File: config.mk
export PLATFORM = sky130hd
export DESIGN_NAME = evt_counter_deserializer
export DESIGN_NICKNAME = d
export VERILOG_FILES = /design/src/rtl/evt_counter_deserializer.sv
export SDC_FILE = /design/constraint.sdc
export NUM_CORES = 1
export LEC_CHECK = 0
export BUFFER_PORTS_ARGS = -buffer_cell sky130_fd_sc_hd__buf_2
export CAP_MARGIN = 40
export CELL_PAD_IN_SITES_DETAIL_PLACEMENT = 0
export CELL_PAD_IN_SITES_GLOBAL_PLACEMENT = 1
export CORE_UTILIZATION = 55
export DETAILED_ROUTE_END_ITERATION = 16
export PLACE_DENSITY = 0.87
export SLEW_MARGIN = 20
export SYNTH_ARGS = -nofsm -noshare
export SYNTH_HDL_FRONTEND = slang
export SYNTH_SLANG_ARGS = --single-unit
File: constraint.sdc
create_clock -name clk -period 3.4 [get_ports clk]
set_input_delay 0.34 -clock clk [delete_from_list [all_inputs] [get_ports clk]]
set_output_delay 0.34 -clock clk [all_outputs]
set_load 0.01 [all_outputs]
File: src/rtl/evt_counter_deserializer.sv
// rtl/evt_counter_deserializer.sv - rebuilds event-counter serial readout words and keeps them in a readable shadow bank
// Optional even-parity bit after each data word: define RX_PARITY_EN.
module evt_counter_deserializer #(
  parameter int CNT_W   = 8,
  parameter int LAST_CH = 15
) (
  input  logic             clk,
  input  logic             reset,
  input  logic             serial_in,
  input  logic             sl_in,
  input  logic [3:0]       addr_in,
  input  logic             ovf_global_in,
  input  logic             ovf_rtc_in,
  input  logic             err_clr,
  input  logic [3:0]       rd_addr,
  output logic             word_valid,
  output logic [3:0]       word_chan,
  output logic [CNT_W-1:0] word_data,
  output logic             word_ovf,
  output logic             frame_done,
  output logic             rtc_tick,
  output logic             busy,
  output logic             err_sync,
  output logic             err_parity,
  output logic [CNT_W-1:0] rd_data
);

  localparam int BC_W = $clog2(CNT_W + 1);
  localparam logic [BC_W-1:0] LAST_BIT = BC_W'(CNT_W - 1);

  // Without parity the last data bit goes straight to the output word, so the
  // shift register only needs to hold the first CNT_W-1 bits.
`ifdef RX_PARITY_EN
  localparam int SH_W = CNT_W;
  typedef enum logic [1:0] {S_IDLE, S_SHIFT, S_PARITY} state_t;
`else
  localparam int SH_W = CNT_W - 1;
  typedef enum logic [0:0] {S_IDLE, S_SHIFT} state_t;
`endif

  state_t           r_state;
  state_t           w_state_nxt;
  logic [3:0]       r_chan;
  logic [SH_W-1:0]  r_shift;
  logic [BC_W-1:0]  r_bit_cnt;
  logic             r_word_valid;
  logic [3:0]       r_word_chan;
  logic [CNT_W-1:0] r_word_data;
  logic             r_word_ovf;
  logic             r_frame_done;
  logic             r_err_sync;
  logic             r_rtc_prev;
  logic [CNT_W-1:0] r_rd_data;
  logic [CNT_W-1:0] r_bank [1:LAST_CH];

  logic             w_addr_ok;
  logic             w_rd_ok;
  logic             w_start;
  logic             w_shift;
  logic             w_sync_err;
  logic             w_deliver;
  logic [CNT_W-1:0] w_word;
  logic             w_ovf;

`ifdef RX_PARITY_EN
  logic             r_ovf_cap;
  logic             r_err_parity;
  logic             w_last;
  logic             w_par_err;
`endif

  assign w_addr_ok = (addr_in != 4'd0) && ({1'b0, addr_in} <= 5'(LAST_CH));
  assign w_rd_ok   = (rd_addr != 4'd0) && ({1'b0, rd_addr} <= 5'(LAST_CH));

`ifdef RX_PARITY_EN
  assign w_word = r_shift;
  assign w_ovf  = r_ovf_cap;
`else
  assign w_word = {r_shift, serial_in};
  assign w_ovf  = ovf_global_in;
`endif

  always_comb begin
    w_state_nxt = r_state;
    w_start     = 1'b0;
    w_shift     = 1'b0;
    w_sync_err  = 1'b0;
    w_deliver   = 1'b0;
`ifdef RX_PARITY_EN
    w_last      = 1'b0;
    w_par_err   = 1'b0;
`endif
    case (r_state)
      S_IDLE: begin
        if (sl_in) begin
          if (w_addr_ok) begin
            w_start     = 1'b1;
            w_state_nxt = S_SHIFT;
          end else begin
            w_sync_err  = 1'b1;
          end
        end
      end
      S_SHIFT: begin
        // A strobe inside a word aborts it and is itself a fresh start.
        if (sl_in) begin
          w_sync_err = 1'b1;
          if (w_addr_ok) begin
            w_start     = 1'b1;
            w_state_nxt = S_SHIFT;
          end else begin
            w_state_nxt = S_IDLE;
          end
        end else if (addr_in != r_chan) begin
          w_sync_err  = 1'b1;
          w_state_nxt = S_IDLE;
        end else begin
          w_shift = 1'b1;
          if (r_bit_cnt == LAST_BIT) begin
`ifdef RX_PARITY_EN
            w_last      = 1'b1;
            w_state_nxt = S_PARITY;
`else
            w_deliver   = 1'b1;
            w_state_nxt = S_IDLE;
`endif
          end
        end
      end
`ifdef RX_PARITY_EN
      S_PARITY: begin
        if (sl_in) begin
          w_sync_err = 1'b1;
          if (w_addr_ok) begin
            w_start     = 1'b1;
            w_state_nxt = S_SHIFT;
          end else begin
            w_state_nxt = S_IDLE;
          end
        end else if (addr_in != r_chan) begin
          w_sync_err  = 1'b1;
          w_state_nxt = S_IDLE;
        end else begin
          w_state_nxt = S_IDLE;
          if (^{r_shift, serial_in}) begin
            w_par_err = 1'b1;
          end else begin
            w_deliver = 1'b1;
          end
        end
      end
`endif
      default: w_state_nxt = S_IDLE;
    endcase
  end

  always_ff @(posedge clk) begin
    if (reset) begin
      r_state      <= S_IDLE;
      r_chan       <= 4'd0;
      r_shift      <= '0;
      r_bit_cnt    <= '0;
      r_word_valid <= 1'b0;
      r_word_chan  <= 4'd0;
      r_word_data  <= '0;
      r_word_ovf   <= 1'b0;
      r_frame_done <= 1'b0;
      r_err_sync   <= 1'b0;
      r_rtc_prev   <= 1'b0;
      r_rd_data    <= '0;
      for (int i = 1; i <= LAST_CH; i++) begin
        r_bank[i] <= '0;
      end
`ifdef RX_PARITY_EN
      r_ovf_cap    <= 1'b0;
      r_err_parity <= 1'b0;
`endif
    end else begin
      r_state      <= w_state_nxt;
      r_word_valid <= w_deliver;
      r_frame_done <= w_deliver && (r_chan == 4'(LAST_CH));
      r_rtc_prev   <= ovf_rtc_in;
      r_err_sync   <= (r_err_sync & ~err_clr) | w_sync_err;

      if (w_start) begin
        r_chan    <= addr_in;
        r_shift   <= '0;
        r_bit_cnt <= '0;
      end else if (w_shift) begin
        r_shift   <= {r_shift[SH_W-2:0], serial_in};
        r_bit_cnt <= r_bit_cnt + 1'b1;
      end

      if (w_deliver) begin
        r_word_chan <= r_chan;
        r_word_data <= w_word;
        r_word_ovf  <= w_ovf;
      end

      // Bank update trails the output pulse by one edge, so a same-cycle read sees the old entry.
      if (r_word_valid) begin
        r_bank[r_word_chan] <= r_word_data;
      end
      r_rd_data <= w_rd_ok ? r_bank[rd_addr] : '0;

`ifdef RX_PARITY_EN
      if (w_last) begin
        r_ovf_cap <= ovf_global_in;
      end
      r_err_parity <= (r_err_parity & ~err_clr) | w_par_err;
`endif
    end
  end

  assign word_valid = r_word_valid;
  assign word_chan  = r_word_chan;
  assign word_data  = r_word_data;
  assign word_ovf   = r_word_ovf;
  assign frame_done = r_frame_done;
  assign rtc_tick   = ovf_rtc_in & ~r_rtc_prev & ~reset;
  assign busy       = (r_state != S_IDLE);
  assign err_sync   = r_err_sync;
  assign rd_data    = r_rd_data;
`ifdef RX_PARITY_EN
  assign err_parity = r_err_parity;
`else
  assign err_parity = 1'b0;
`endif

endmodule

==> impl_results.md <==
- Run status: completed
- Kind of start point of the critical path: flop
- Critical-path cell list: nor3b_1 > nand2_1 > nor3_1 > or2_2
- EDFF count, synth: 128
- XOR/XNOR share of the synthesized area: 0.472%
- Post-placement cell count: roughly 720
- HPWL after detailed placement: 10400 um
- Clock input transition at the sequential cells of the worst setup and hold paths: roughly 60 ps
- Dominant combinational cell family by area after synthesis: simple AND/OR/NAND/NOR gates
- Max-cap violations: 0
- Post-route clock period utilization: 61.9%
- Cell accounting for the most synthesized area: sky130_fd_sc_hd__edfxtp_1
- Die area: 14000 um2
- X dimension of the die: 118 um
- CTS H-tree depth: 4
- Total negative setup slack: 0 ps
- Root buf cell: sky130_fd_sc_hd__clkbuf_16
- Post-CTS Hold Buffers: 0
- Area used by multi-input combinational logic: ~2600 um2
- Number of buffers created by CTS: 17
- Post-CTS setup repair buffer count: 0
- Post-synthesis average cell area: about 14 um2
- Worst hold path class: in2reg
- Post-synth design cell area: 7420 um2
- DR WL/cell: slightly above 20 um
- Endpoint kind of the worst setup timing path: flop
- Pin count of the biggest net entering global routing: 41
- Core Box Area: 13200 um2
- CTS tree: yes
- Via density per instance: roughly 5.8
- Unrepaired setup endpoints after global routing: false
- Height of the chip: ~120 um
- Flip-flop and latch count after synthesis: 169
- Least-Margin Pin Slew: 796 ps
- Count of clock tree sinks: 169
- Yosys warns: 0
- Maximum buffer depth of the clock tree: 2
- Cell area after placement: 7730 um2
- Number of distinct library cells after synthesis: 46
- First-pass GRT wire length: between 20000 and 25000 um
- Static leakage: 3.04 nW
- P per Cell Area: 554 nW/um2
- CP Max Fanout: 9
- Sequential-to-total area share from yosys stat: 62.9%
- GR Util All Layers: about a quarter
- Total count of max-transition violations in the final report: 0
- Finished Layout Cells: 755
- Layout cell share with drive strength beyond 1: a little over a fifth
- Post-synthesis share of cell area spent on full adders, half adders and majority gates: less than 1%
- Final weighted congestion of routability-driven global placement: 0.845
- Fraction of the mapped netlist area in simple logic gates: 17.6%
- Area of all placed cells without fillers: 8420 um2
- Number of antenna violations at the first check in global routing: 0
- Share of the synthesized area in compound gates (AO/OA/AOI/OAI): about 4.1%
- Antenna cell count: 0
- Crit path arrival time: 2220 ps
- Iteration count of the initial detailed-routing pass: 5
- Largest incremental delay on the critical path: 630 ps
- Portion of synthesized cell area occupied by the leading cell type: slightly above 50%
- Fin crit period: 2110 ps
- Layout area overhead: 13.5%
- Nets in the synthesized netlist: between 500 and 600
- Wire length after detailed routing: roughly 16000 um
- Crit path buf inv count: 0
- Count of final setup violators: 0
- Net count, final: 582
- I/O pins: 42
- PnR Total Power: 4.66 mW
- Drt initial violations: 409
- Filler Cells Inserted: 976
- Family of cells with the greatest summed delay on the critical path: simple AND/OR/NAND/NOR gates
- Port buffer count: 40
- Post-synthesis cell count: 528
- Highest ir drop seen on vdd: ~0.33 mV
- Initial Util: a little under three fifths
- Insertion delay of the later-clocked pin in the worst-skew pair: approximately 420 ps
- Number of DRC violations after detailed routing: 0
- Gr ovfl total: 0
- Classification of the worst setup path: reg2reg
- Site row count: between 40 and 50
- Data required, critical path: 3510 ps
- Via count of the first global-routing pass: 4372
- Most area-consuming cells after synthesis: sky130_fd_sc_hd__edfxtp_1 (52%), sky130_fd_sc_hd__dfxtp_1 (11%), sky130_fd_sc_hd__and2_1 (10%)
- Final number of hold-violating endpoints: 0
- FFs w/ async S/R, synth: 0%
- Flip-flop and latch area: roughly 4700 um2
- CP max stage cell: sky130_fd_sc_hd__nor3_1
- Total of cells resized after clock tree synthesis: 0
- Worst slew margin relative to its limit: 46.6%
- Dominant synthesized flop cell: sky130_fd_sc_hd__edfxtp_1
- Max frequency: between 400 and 500 MHz
- Max Clock Skew: 7.81 ps
- Vias: around 4.4k
- Multiplexer area fraction after synthesis: 12.3%
- Remaining antenna violation count after routing: 0
-- final cells by class --
cell class | instances | share of cell area, %
Tap cell | 176 | 2.62
Timing Repair Buffer | 51 | 3.74
Clock buffer | 23 | 5.56
Inverter | 1 | 0.0446
Multi-Input combinational cell | 326 | 30.6
Sequential cell | 169 | 55.4
Clock inverter | 9 | 2.01
-- per-stage QoR --
step / setup slack, ps / hold slack (ps) / utilization [%]
3_3_place_gp: 1170 / 444 / 58.6
4_1_cts: 1330 / 144 / 63.5
6_report: 1290 / 159 / 63.8
3_5_place_dp: 1100 / 464 / 58.6
5_1_grt: 1110 / 179 / 63.8
2_1_floorplan: 1650 / 435 / -
-- final timing paths --
| check | cells past startpoint | slack, ps | to | start |
|---|---|---|---|---|
| worst max register to register | 4 | 1290 | r_bank[4][0] | word_valid |
| worst min-delay path | 2 | 160 | r_rtc_prev | ovf_rtc_in |
| worst min register to register | 2 | 470 | r_shift[6] | r_shift[6] |
| worst max-delay path | 4 | 1290 | r_bank[4][0] | word_valid |
-- power by group --
part	internal [mW]	total [mW]	switching, mW
Combinational	0.112	0.249	0.137
Sequential	2.30	2.33	0.0349
Clock	1.34	2.08	0.741
Total	3.75	4.66	0.914
-- state kept, by name, summed over array words and instances, names as in the netlist --
name        flops
word_data       8
r_shift         7
word_valid      1
r_bank        128
r_bit_cnt       4
word_chan       4
frame_done      1
busy            1
r_rtc_prev      1
err_sync        1
rd_data         8
word_ovf        1
r_chan          4
-- cell usage in the layout (no fill, tap or decap), types with 2 or more instances in the layout --
cell and count:
sky130_fd_sc_hd__mux4_1 4, sky130_fd_sc_hd__dfxtp_1 41, sky130_fd_sc_hd__nor2_1 22, sky130_fd_sc_hd__clkbuf_1 4
sky130_fd_sc_hd__nand3_1 3, sky130_fd_sc_hd__or2_2 15, sky130_fd_sc_hd__or3_1 2, sky130_fd_sc_hd__o21ai_0 16
sky130_fd_sc_hd__clkinv_2 3, sky130_fd_sc_hd__nand2_1 18, sky130_fd_sc_hd__nand2b_1 6, sky130_fd_sc_hd__bufinv_16 5
sky130_fd_sc_hd__xnor2_1 4, sky130_fd_sc_hd__clkbuf_16 17, sky130_fd_sc_hd__nor4_1 2, sky130_fd_sc_hd__mux2i_1 18
sky130_fd_sc_hd__a221o_1 6, sky130_fd_sc_hd__nor3_1 6, sky130_fd_sc_hd__buf_2 40, sky130_fd_sc_hd__and2_1 121
sky130_fd_sc_hd__nand4_1 15, sky130_fd_sc_hd__nand4b_1 2, sky130_fd_sc_hd__o22ai_1 2, sky130_fd_sc_hd__edfxtp_1 128
sky130_fd_sc_hd__mux4_2 28, sky130_fd_sc_hd__a22oi_1 2, sky130_fd_sc_hd__nor2b_1 3, sky130_fd_sc_hd__clkbuf_8 2
sky130_fd_sc_hd__a21oi_1 16, sky130_fd_sc_hd__buf_4 9
-- synthesized netlist by cell type, types with 2 or more instances --
library cell	instances
sky130_fd_sc_hd__a21oi_1	16
sky130_fd_sc_hd__a221o_1	6
sky130_fd_sc_hd__a22oi_1	2
sky130_fd_sc_hd__and2_1	121
sky130_fd_sc_hd__buf_1	2
sky130_fd_sc_hd__buf_2	7
sky130_fd_sc_hd__buf_4	3
sky130_fd_sc_hd__buf_6	2
sky130_fd_sc_hd__clkbuf_1	16
sky130_fd_sc_hd__dfxtp_1	41
sky130_fd_sc_hd__edfxtp_1	128
sky130_fd_sc_hd__mux2i_1	18
sky130_fd_sc_hd__mux4_1	4
sky130_fd_sc_hd__mux4_2	28
sky130_fd_sc_hd__nand2_1	18
sky130_fd_sc_hd__nand2b_1	6
sky130_fd_sc_hd__nand3_1	3
sky130_fd_sc_hd__nand4_1	15
sky130_fd_sc_hd__nand4b_1	2
sky130_fd_sc_hd__nor2_1	22
sky130_fd_sc_hd__nor2b_1	3
sky130_fd_sc_hd__nor3_1	6
sky130_fd_sc_hd__nor4_1	2
sky130_fd_sc_hd__o21ai_0	16
sky130_fd_sc_hd__o22ai_1	2
sky130_fd_sc_hd__or2_2	15
sky130_fd_sc_hd__or3_1	2
sky130_fd_sc_hd__xnor2_1	4
-- cells by family (layout without fill, tap and decap cells) --
group / after synthesis / count (layout)
other: 1 / 1
AO/OA/AOI/OAI: 47 / 47
flip-flops: 169 / 169
multiplexers: 50 / 50
buffers and inverters: 33 / 84
XOR/XNOR: 4 / 4
adder cells (fa/ha/maj): 1 / 1
AND/OR/NAND/NOR: 223 / 223
-- routing by layer --
metal / wire, um / vias up / share of wire, % / track usage, %
met5: 0 / - / 0 / 0
met4: 303 / 0 / 1.9 / 9.78
met3: 779 / 26 / 5.0 / 4.97
met2: 7780 / 133 / 50 / 38.6
met1: 6740 / 2186 / 43 / 33.6
li1: - / 2030 / - / -
No activity file was read; power rests on OpenSTA's default activity.
